==> src/rtl/multicycle_control.sv <==
// Main control FSM for the multicycle RV32I datapath: sequences fetch/decode/execute/memory/writeback.
// Latency: instruction-dependent, lw 5, sw/R/I/jal 4, beq 3, unknown opcode 2 cycles FETCH-to-FETCH.
// Backpressure: none; the FSM advances every cycle and memory is assumed single-cycle.
//
// Ports:
//   clk, rst_n  - rising-edge clock, asynchronous active-low reset
//   opcode      - instruction register bits [6:0], consulted in DECODE and MEMADR
//   zero        - ALU zero flag, consulted in BEQ
//   pc_write, adr_src, mem_write, ir_write, reg_write      - datapath enables/selects
//   result_src, alu_src_a, alu_src_b, alu_op, imm_src      - 2-bit mux selects / ALU decoder op
//   state       - current state encoding, for debug
module multicycle_control (
    input  logic       clk,
    input  logic       rst_n,
    input  logic [6:0] opcode,
    input  logic       zero,
    output logic       pc_write,
    output logic       adr_src,
    output logic       mem_write,
    output logic       ir_write,
    output logic       reg_write,
    output logic [1:0] result_src,
    output logic [1:0] alu_src_a,
    output logic [1:0] alu_src_b,
    output logic [1:0] alu_op,
    output logic [1:0] imm_src,
    output logic [3:0] state
);

    typedef enum logic [3:0] {
        S_FETCH    = 4'd0,
        S_DECODE   = 4'd1,
        S_MEMADR   = 4'd2,
        S_MEMREAD  = 4'd3,
        S_MEMWB    = 4'd4,
        S_MEMWRITE = 4'd5,
        S_EXECUTER = 4'd6,
        S_ALUWB    = 4'd7,
        S_EXECUTEI = 4'd8,
        S_JAL      = 4'd9,
        S_BEQ      = 4'd10
    } state_t;

    localparam logic [6:0] OP_LW   = 7'b0000011;
    localparam logic [6:0] OP_SW   = 7'b0100011;
    localparam logic [6:0] OP_RTYP = 7'b0110011;
    localparam logic [6:0] OP_ITYP = 7'b0010011;
    localparam logic [6:0] OP_JAL  = 7'b1101111;
    localparam logic [6:0] OP_BEQ  = 7'b1100011;

    state_t cur_state;
    state_t nxt_state;

    // Raw per-state decode; strobes are gated with rst_n below.
    logic pc_update;
    logic branch;
    logic ir_write_raw;
    logic mem_write_raw;
    logic reg_write_raw;

    // ------------------------------------------------------------------
    // State register
    // ------------------------------------------------------------------
    always_ff @(posedge clk or negedge rst_n) begin
        if (!rst_n) begin
            cur_state <= S_FETCH;
        end else begin
            cur_state <= nxt_state;
        end
    end

    // ------------------------------------------------------------------
    // Next-state and Moore outputs
    // ------------------------------------------------------------------
    always_comb begin
        nxt_state     = S_FETCH;
        pc_update     = 1'b0;
        branch        = 1'b0;
        ir_write_raw  = 1'b0;
        mem_write_raw = 1'b0;
        reg_write_raw = 1'b0;
        adr_src       = 1'b0;
        result_src    = 2'b00;
        alu_src_a     = 2'b00;
        alu_src_b     = 2'b00;
        alu_op        = 2'b00;

        case (cur_state)
            S_FETCH: begin
                // PC+4 computed on the ALU and written straight back through result mux.
                ir_write_raw = 1'b1;
                alu_src_b    = 2'b10;
                result_src   = 2'b10;
                pc_update    = 1'b1;
                nxt_state    = S_DECODE;
            end

            S_DECODE: begin
                // Precompute old_pc + imm so BEQ/JAL find the target in the ALU out register.
                alu_src_a = 2'b01;
                alu_src_b = 2'b01;
                case (opcode)
                    OP_LW, OP_SW: nxt_state = S_MEMADR;
                    OP_RTYP:      nxt_state = S_EXECUTER;
                    OP_ITYP:      nxt_state = S_EXECUTEI;
                    OP_JAL:       nxt_state = S_JAL;
                    OP_BEQ:       nxt_state = S_BEQ;
                    default:      nxt_state = S_FETCH;
                endcase
            end

            S_MEMADR: begin
                alu_src_a = 2'b10;
                alu_src_b = 2'b01;
                // Any opcode other than lw/sw here means the IR changed under us;
                // abandon the access rather than guess which one was meant.
                case (opcode)
                    OP_LW:   nxt_state = S_MEMREAD;
                    OP_SW:   nxt_state = S_MEMWRITE;
                    default: nxt_state = S_FETCH;
                endcase
            end

            S_MEMREAD: begin
                adr_src   = 1'b1;
                nxt_state = S_MEMWB;
            end

            S_MEMWB: begin
                result_src    = 2'b01;
                reg_write_raw = 1'b1;
                nxt_state     = S_FETCH;
            end

            S_MEMWRITE: begin
                adr_src       = 1'b1;
                mem_write_raw = 1'b1;
                nxt_state     = S_FETCH;
            end

            S_EXECUTER: begin
                alu_src_a = 2'b10;
                alu_op    = 2'b10;
                nxt_state = S_ALUWB;
            end

            S_EXECUTEI: begin
                alu_src_a = 2'b10;
                alu_src_b = 2'b01;
                alu_op    = 2'b10;
                nxt_state = S_ALUWB;
            end

            S_ALUWB: begin
                // result_src 00 selects the ALU out register holding the op result.
                reg_write_raw = 1'b1;
                nxt_state     = S_FETCH;
            end

            S_JAL: begin
                // PC <= target (ALU out from DECODE); ALU computes old_pc + 4 for rd.
                alu_src_a = 2'b01;
                alu_src_b = 2'b10;
                pc_update = 1'b1;
                nxt_state = S_ALUWB;
            end

            S_BEQ: begin
                alu_src_a = 2'b10;
                alu_op    = 2'b01;
                branch    = 1'b1;
                nxt_state = S_FETCH;
            end

            default: begin
                // Encodings 11-15: drive nothing, recover to FETCH.
                nxt_state = S_FETCH;
            end
        endcase
    end

    // ------------------------------------------------------------------
    // Strobes: suppressed while reset is held so nothing is written during
    // the reset window even though the state register reads FETCH.
    // ------------------------------------------------------------------
    assign pc_write  = rst_n & (pc_update | (branch & zero));
    assign ir_write  = rst_n & ir_write_raw;
    assign mem_write = rst_n & mem_write_raw;
    assign reg_write = rst_n & reg_write_raw;

    // ------------------------------------------------------------------
    // Immediate format straight from the opcode bits.
    // ------------------------------------------------------------------
    always_comb begin
        imm_src = 2'b00;
        case (opcode)
            OP_SW:   imm_src = 2'b01;
            OP_BEQ:  imm_src = 2'b10;
            OP_JAL:  imm_src = 2'b11;
            default: imm_src = 2'b00;
        endcase
    end

    assign state = cur_state;

endmodule

==> config.mk <==
export PLATFORM = sky130hd
export DESIGN_NAME = multicycle_control
export DESIGN_NICKNAME = d
export VERILOG_FILES = /design/src/rtl/multicycle_control.sv
export SDC_FILE = /design/constraint.sdc
export NUM_CORES = 1
export LEC_CHECK = 0
export ABC_AREA = 1
export BUFFER_PORTS_ARGS = -buffer_cell sky130_fd_sc_hd__clkbuf_2
export CAP_MARGIN = 20
export CORE_MARGIN = 2
export CORE_UTILIZATION = 37
export CTS_CLUSTER_SIZE = 10
export DETAILED_ROUTE_END_ITERATION = 8
export PLACE_DENSITY = 0.73
export REMOVE_ABC_BUFFERS = 1
export SYNTH_ARGS = -nofsm -noshare
export SYNTH_HDL_FRONTEND = slang
export SYNTH_SLANG_ARGS = --single-unit
==> constraint.sdc <==
create_clock -name clk -period 1.2 [get_ports clk]
set_input_delay 0.3 -clock clk [delete_from_list [all_inputs] [get_ports clk]]
set_output_delay 0.3 -clock clk [all_outputs]
set_load 0.05 [all_outputs]
==> reports/qor.json, run 1 <==
{
  "status": {
    "run_status": "aborted with a tool error",
    "failed_stage": "4_1_cts",
    "stop_error": "[ERROR DPL-0033] detailed placement checks failed during check placement."
  },
  "yosys": {
    "synth_top_family_by_area": "simple AND/OR/NAND/NOR gates",
    "synth_cells": 84,
    "synth.avg_cell_area_um2": 5.824,
    "synth_cell_type_count": 20,
    "postSynth.topFlopCell": "dfrtp_1",
    "synth_xor_area_share_pct": 0,
    "synthSimpleGateAreaFrac_pct": 59.59,
    "postSynthRegisterBits": 4,
    "share_of_the_synthesized_area_in_compound_gates_ao_oa_aoi_oai_pct": 5.371,
    "synth_top_area_share_pct": 20.46,
    "synth.mux.area_fraction_pct": 0,
    "synth.yosys.warnings": 0,
    "yosysSeqAreaShare_pct": 20.46,
    "synth-adder-area-share_pct": 0,
    "synth_enable_flop_cells": 0,
    "post-synth-top-area-cell": "dfrtp_1",
    "postSynth.asyncResetShare_pct": 100.0,
    "yosys-top-cells-area": "dfrtp_1 (20%), inv_1 (13%), nand2_1 (13%)",
    "total_standard_cell_area_after_synthesis_um2": 489.2,
    "synth.cells.most_frequent": "inv_1 (17), nand2_1 (17), nor2_1 (13)"
  },
  "die": {
    "fp-row-count": 13,
    "pin_count": 29,
    "die_height_um": 40.36,
    "floorplan.initialDensity_pct": 38.56,
    "die_w_um": 40.36
  },
  "placed_design": {
    "dpl_worst_slack_ns": -0.3811,
    "place.gp.congestion": 0.7930,
    "place_hpwl_mm": 1.191,
    "io_buffers": 28
  },
  "clocking": {
    "numCtsBuffers": 3,
    "clockRootBuffer": "clkbuf_4",
    "post_cts.repair.setup_buffers": 17,
    "htree_levels": 1,
    "cts.sinks": 4,
    "max-clock-path-buffers": 2,
    "cts_resized": 56,
    "ctsHoldBuffers": 1
  }
}
[cells by family after synthesis]
group	count (synthesis)
simple gates	57
buf+inv	19
flops	4
compound gates	4
[per-stage QoR]
step / cells / TNS [ns] / area [µm²]
floorplan: 84 / -11.13 / 489.2
global placement: 153 / -3.889 / 873.3
detailed placement: 153 / -4.140 / 873.3
==> inputs of run 2 (changes only) <==
--- a/config.mk
+++ b/config.mk
@@ -8,11 +8,10 @@
 export ABC_AREA = 1
 export BUFFER_PORTS_ARGS = -buffer_cell sky130_fd_sc_hd__clkbuf_2
 export CAP_MARGIN = 20
-export CORE_MARGIN = 2
-export CORE_UTILIZATION = 37
-export CTS_CLUSTER_SIZE = 10
+export CORE_AREA = 2 2 63 65
 export DETAILED_ROUTE_END_ITERATION = 8
-export PLACE_DENSITY = 0.73
+export DIE_AREA = 0 0 65 67
+export PLACE_DENSITY_LB_ADDON = 0.15
 export REMOVE_ABC_BUFFERS = 1
 export SYNTH_ARGS = -nofsm -noshare
 export SYNTH_HDL_FRONTEND = slang
==> constraint.sdc (replaced) <==
create_clock -name clk -period 1.55 [get_ports clk]
set_input_delay 0.3875 -clock clk [delete_from_list [all_inputs] [get_ports clk]]
set_output_delay 0.3875 -clock clk [all_outputs]
set_load 0.05 [all_outputs]
==> run 2 against run 1 <==
  * The flow now finishes, with violations (setup timing)
  * Synthesized cell count is the same
  * Area after synthesis is the same
==> reports/qor.json, run 2 <==
{
  "status": {
    "run_status": "finished, violations left",
    "violated_checks": "setup timing"
  },
  "power": {
    "clockPowerShare_pct": 13.3,
    "ir_drop_mv": 0.2704,
    "combinational_fraction_of_design_power_pct": 76.5,
    "power_switching_share_pct": 47.90,
    "p_int_w": 0.0008569,
    "power_per_standard_cell_area_nw_per_um2": 1289,
    "leakagePower_nw": 0.6561,
    "net-switching-power_w": 0.0007878,
    "share_seq_of_total_power_pct": 10.2,
    "tot_pwr_w": 0.001645
  },
  "die": {
    "fp-row-count": 22,
    "die_height_um": 67,
    "floorplan.initialDensity_pct": 13.57,
    "dieArea_um2": 4355,
    "pin_count": 29,
    "design.core.area_um2": 3606,
    "die_w_um": 65
  },
  "sta": {
    "slew_violations": 0,
    "smallest_setup_slack_after_layout_ns": -0.2324,
    "final-setup-viol-count": 13,
    "fin_crit_sh_pct": 115.0,
    "max_slew_margin_pct": 79.57,
    "tightestPinTransition_ns": 0.3050,
    "worst_clock_skew_ns": 0.001309,
    "grt_setup_unrepaired": "true",
    "hold_viol": 0,
    "max_clock_freq_ghz": 0.5610,
    "timing.final.crit_period_ns": 1.782
  },
  "yosys": {
    "synth_enable_flop_cells": 0,
    "total_standard_cell_area_after_synthesis_um2": 489.2,
    "synth.cells.most_frequent": "inv_1 (17), nand2_1 (17), nor2_1 (13)",
    "synth.yosys.warnings": 0,
    "synth_xor_area_share_pct": 0,
    "synth_top_area_share_pct": 20.46,
    "synth.mux.area_fraction_pct": 0,
    "postSynth.topFlopCell": "dfrtp_1",
    "synth_cells": 84,
    "yosys-top-cells-area": "dfrtp_1 (20%), inv_1 (13%), nand2_1 (13%)",
    "synth-adder-area-share_pct": 0,
    "postSynth.asyncResetShare_pct": 100.0,
    "post-synth-top-area-cell": "dfrtp_1",
    "synth_cell_type_count": 20,
    "synth.avg_cell_area_um2": 5.824,
    "synthSimpleGateAreaFrac_pct": 59.59,
    "postSynthRegisterBits": 4,
    "share_of_the_synthesized_area_in_compound_gates_ao_oa_aoi_oai_pct": 5.371,
    "synth_top_family_by_area": "simple AND/OR/NAND/NOR gates",
    "yosysSeqAreaShare_pct": 20.46
  },
  "placed_design": {
    "place.gp.congestion": 0.7855,
    "io_buffers": 28,
    "place_area_um2": 959.7,
    "place_hpwl_mm": 1.467
  },
  "clocking": {
    "clockRootBuffer": "clkbuf_8",
    "clock_slew_seen_by_the_registers_of_the_worst_setup_and_hold_paths_ns": 0.03,
    "max-clock-path-buffers": 2,
    "numCtsBuffers": 3,
    "htree_levels": 1,
    "cts.sinks": 4,
    "cts_tree": "built",
    "insertion_delay_ns": 0.22
  },
  "run": {
    "max_cap_viol_count": 0
  },
  "worst_setup_path": {
    "timing.critical_path.to_type": "primary output",
    "arrival_ns": 1.39,
    "reg2reg_to": "state[0]$_DFF_PN0_",
    "regToRegSetupSlack_ns": 0.21,
    "startpoint_of_the_most_critical_register_to_register_path": "state[2]$_DFF_PN0_",
    "worst-setup-path-type": "reg -> out",
    "cp_max_fo": 4,
    "cp-start-kind": "register",
    "ff2ff_path_depth": 8,
    "cp_data_required_time_ns": 1.16
  },
  "drt": {
    "via_count": 741,
    "finalWirelength_mm": 1.838,
    "vias_per_cell": 3.781,
    "drt_first_iter_violations": 15,
    "ant_nets": 0,
    "first_pass_iters": 4,
    "detail_route.wl_per_cell_um": 9.378,
    "post-route-drc-count": 0
  },
  "finish": {
    "layout_common_cells": "buf_4 (33), clkbuf_2 (13), inv_1 (12)",
    "finish.utilization_pct": 35.39,
    "nNetsFinal": 160,
    "mostFrequentLayoutCell": "buf_4",
    "fill_cells": 390,
    "layout.cell_area.non_filler_um2": 1276,
    "antenna_cells_inserted": 0,
    "drive_gt1_share_pct": 72.30,
    "syn2layout_area_growth_pct": 160.9,
    "max_reg_flops": 4
  },
  "grt": {
    "grt_max_degree": 6,
    "antenna_found_initial": 0,
    "grt_usage_pct": 9.016,
    "grt_overflow_total": 0,
    "grt_first_pass_wirelength_mm": 2.980,
    "first_global_vias": 724
  },
  "min_path": {
    "hold_class": "in -> async"
  }
}
## run 2: cell counts after synthesis
No cell type changed its count.
## run 2: how the worst max path moves through the flow
stage,start,endpoint,depth (start not counted)
after floorplan,state[1]$_DFF_PN0_,reg_write,4
after CTS,state[0]$_DFF_PN0_,alu_src_b[0],5
final,state[1]$_DFF_PN0_,alu_src_b[0],6
after global routing,state[2]$_DFF_PN0_,pc_write,7
after global placement,state[2]$_DFF_PN0_,alu_src_a[1],6
after detailed placement,state[2]$_DFF_PN0_,pc_write,6
## run 2: cell type report
class,count,area (µm²),area share (%)
repair buffers,61,573.1,44.90
multi-input cells,61,424.2,33.24
flip-flops and latches,4,103.9,8.137
inverters,19,73.82,5.784
well taps,48,60.06,4.706
clock buffers,3,41.29,3.235
## run 2: critical path, cell delays in order (launching register included)
cell,delay [ns]
dfrtp_1,0.38
inv_2,0.09
nor2_4,0.18
buf_4,0.14
nand2_1,0.06
o211ai_1,0.15
buf_12,0.18
## run 2: cell families after synthesis
logic type / after synthesis
AND/OR/NAND/NOR: 57
AO/OA/AOI/OAI: 4
flip-flops: 4
buffers and inverters: 19
## run 2: layer usage
layer	track usage (%)	part of all wire, %	vias to the layer above
met3	1.351	5.9	2
li1	-	-	387
met1	9.495	38	324
met4	5.585	0.76	0
met5	0	0	-
met2	16.75	56	28
## run 2: power by group through the flow
stage,clock (W),combinational [W],sequential [W]
after CTS,0.000223,0.00117,0.000166
after global routing,0.000233,0.00133,0.000174
after global placement,0,0.000932,0.000163
after floorplan,0,0.000517,0.000224
after detailed placement,0,0.000930,0.000163
final,0.000218,0.00126,0.000167
## run 2: timing repair
action,4_1_cts,5_1_grt
setup endpoints to repair,15,15
buffers inserted,2,5
gates resized for setup,42,24
pin swaps,3,6
hold buffers,0,0
## run 2: metrics by stage
step | hold WS, ns | worst slack, ns | instances | setup TNS, ns
finish | 0.06765 | -0.2324 | 196 | -1.718
global route | 0.06799 | -0.3044 | 196 | -2.629
CTS | 0.07053 | -0.2531 | 191 | -1.869
detailed placement | 0.2977 | -0.1354 | 186 | -0.7009
global placement | 0.2986 | -0.1157 | 186 | -0.7048
floorplan | 0.09191 | -1.300 | 84 | -6.776
No activity file was read; power rests on OpenSTA's default activity.
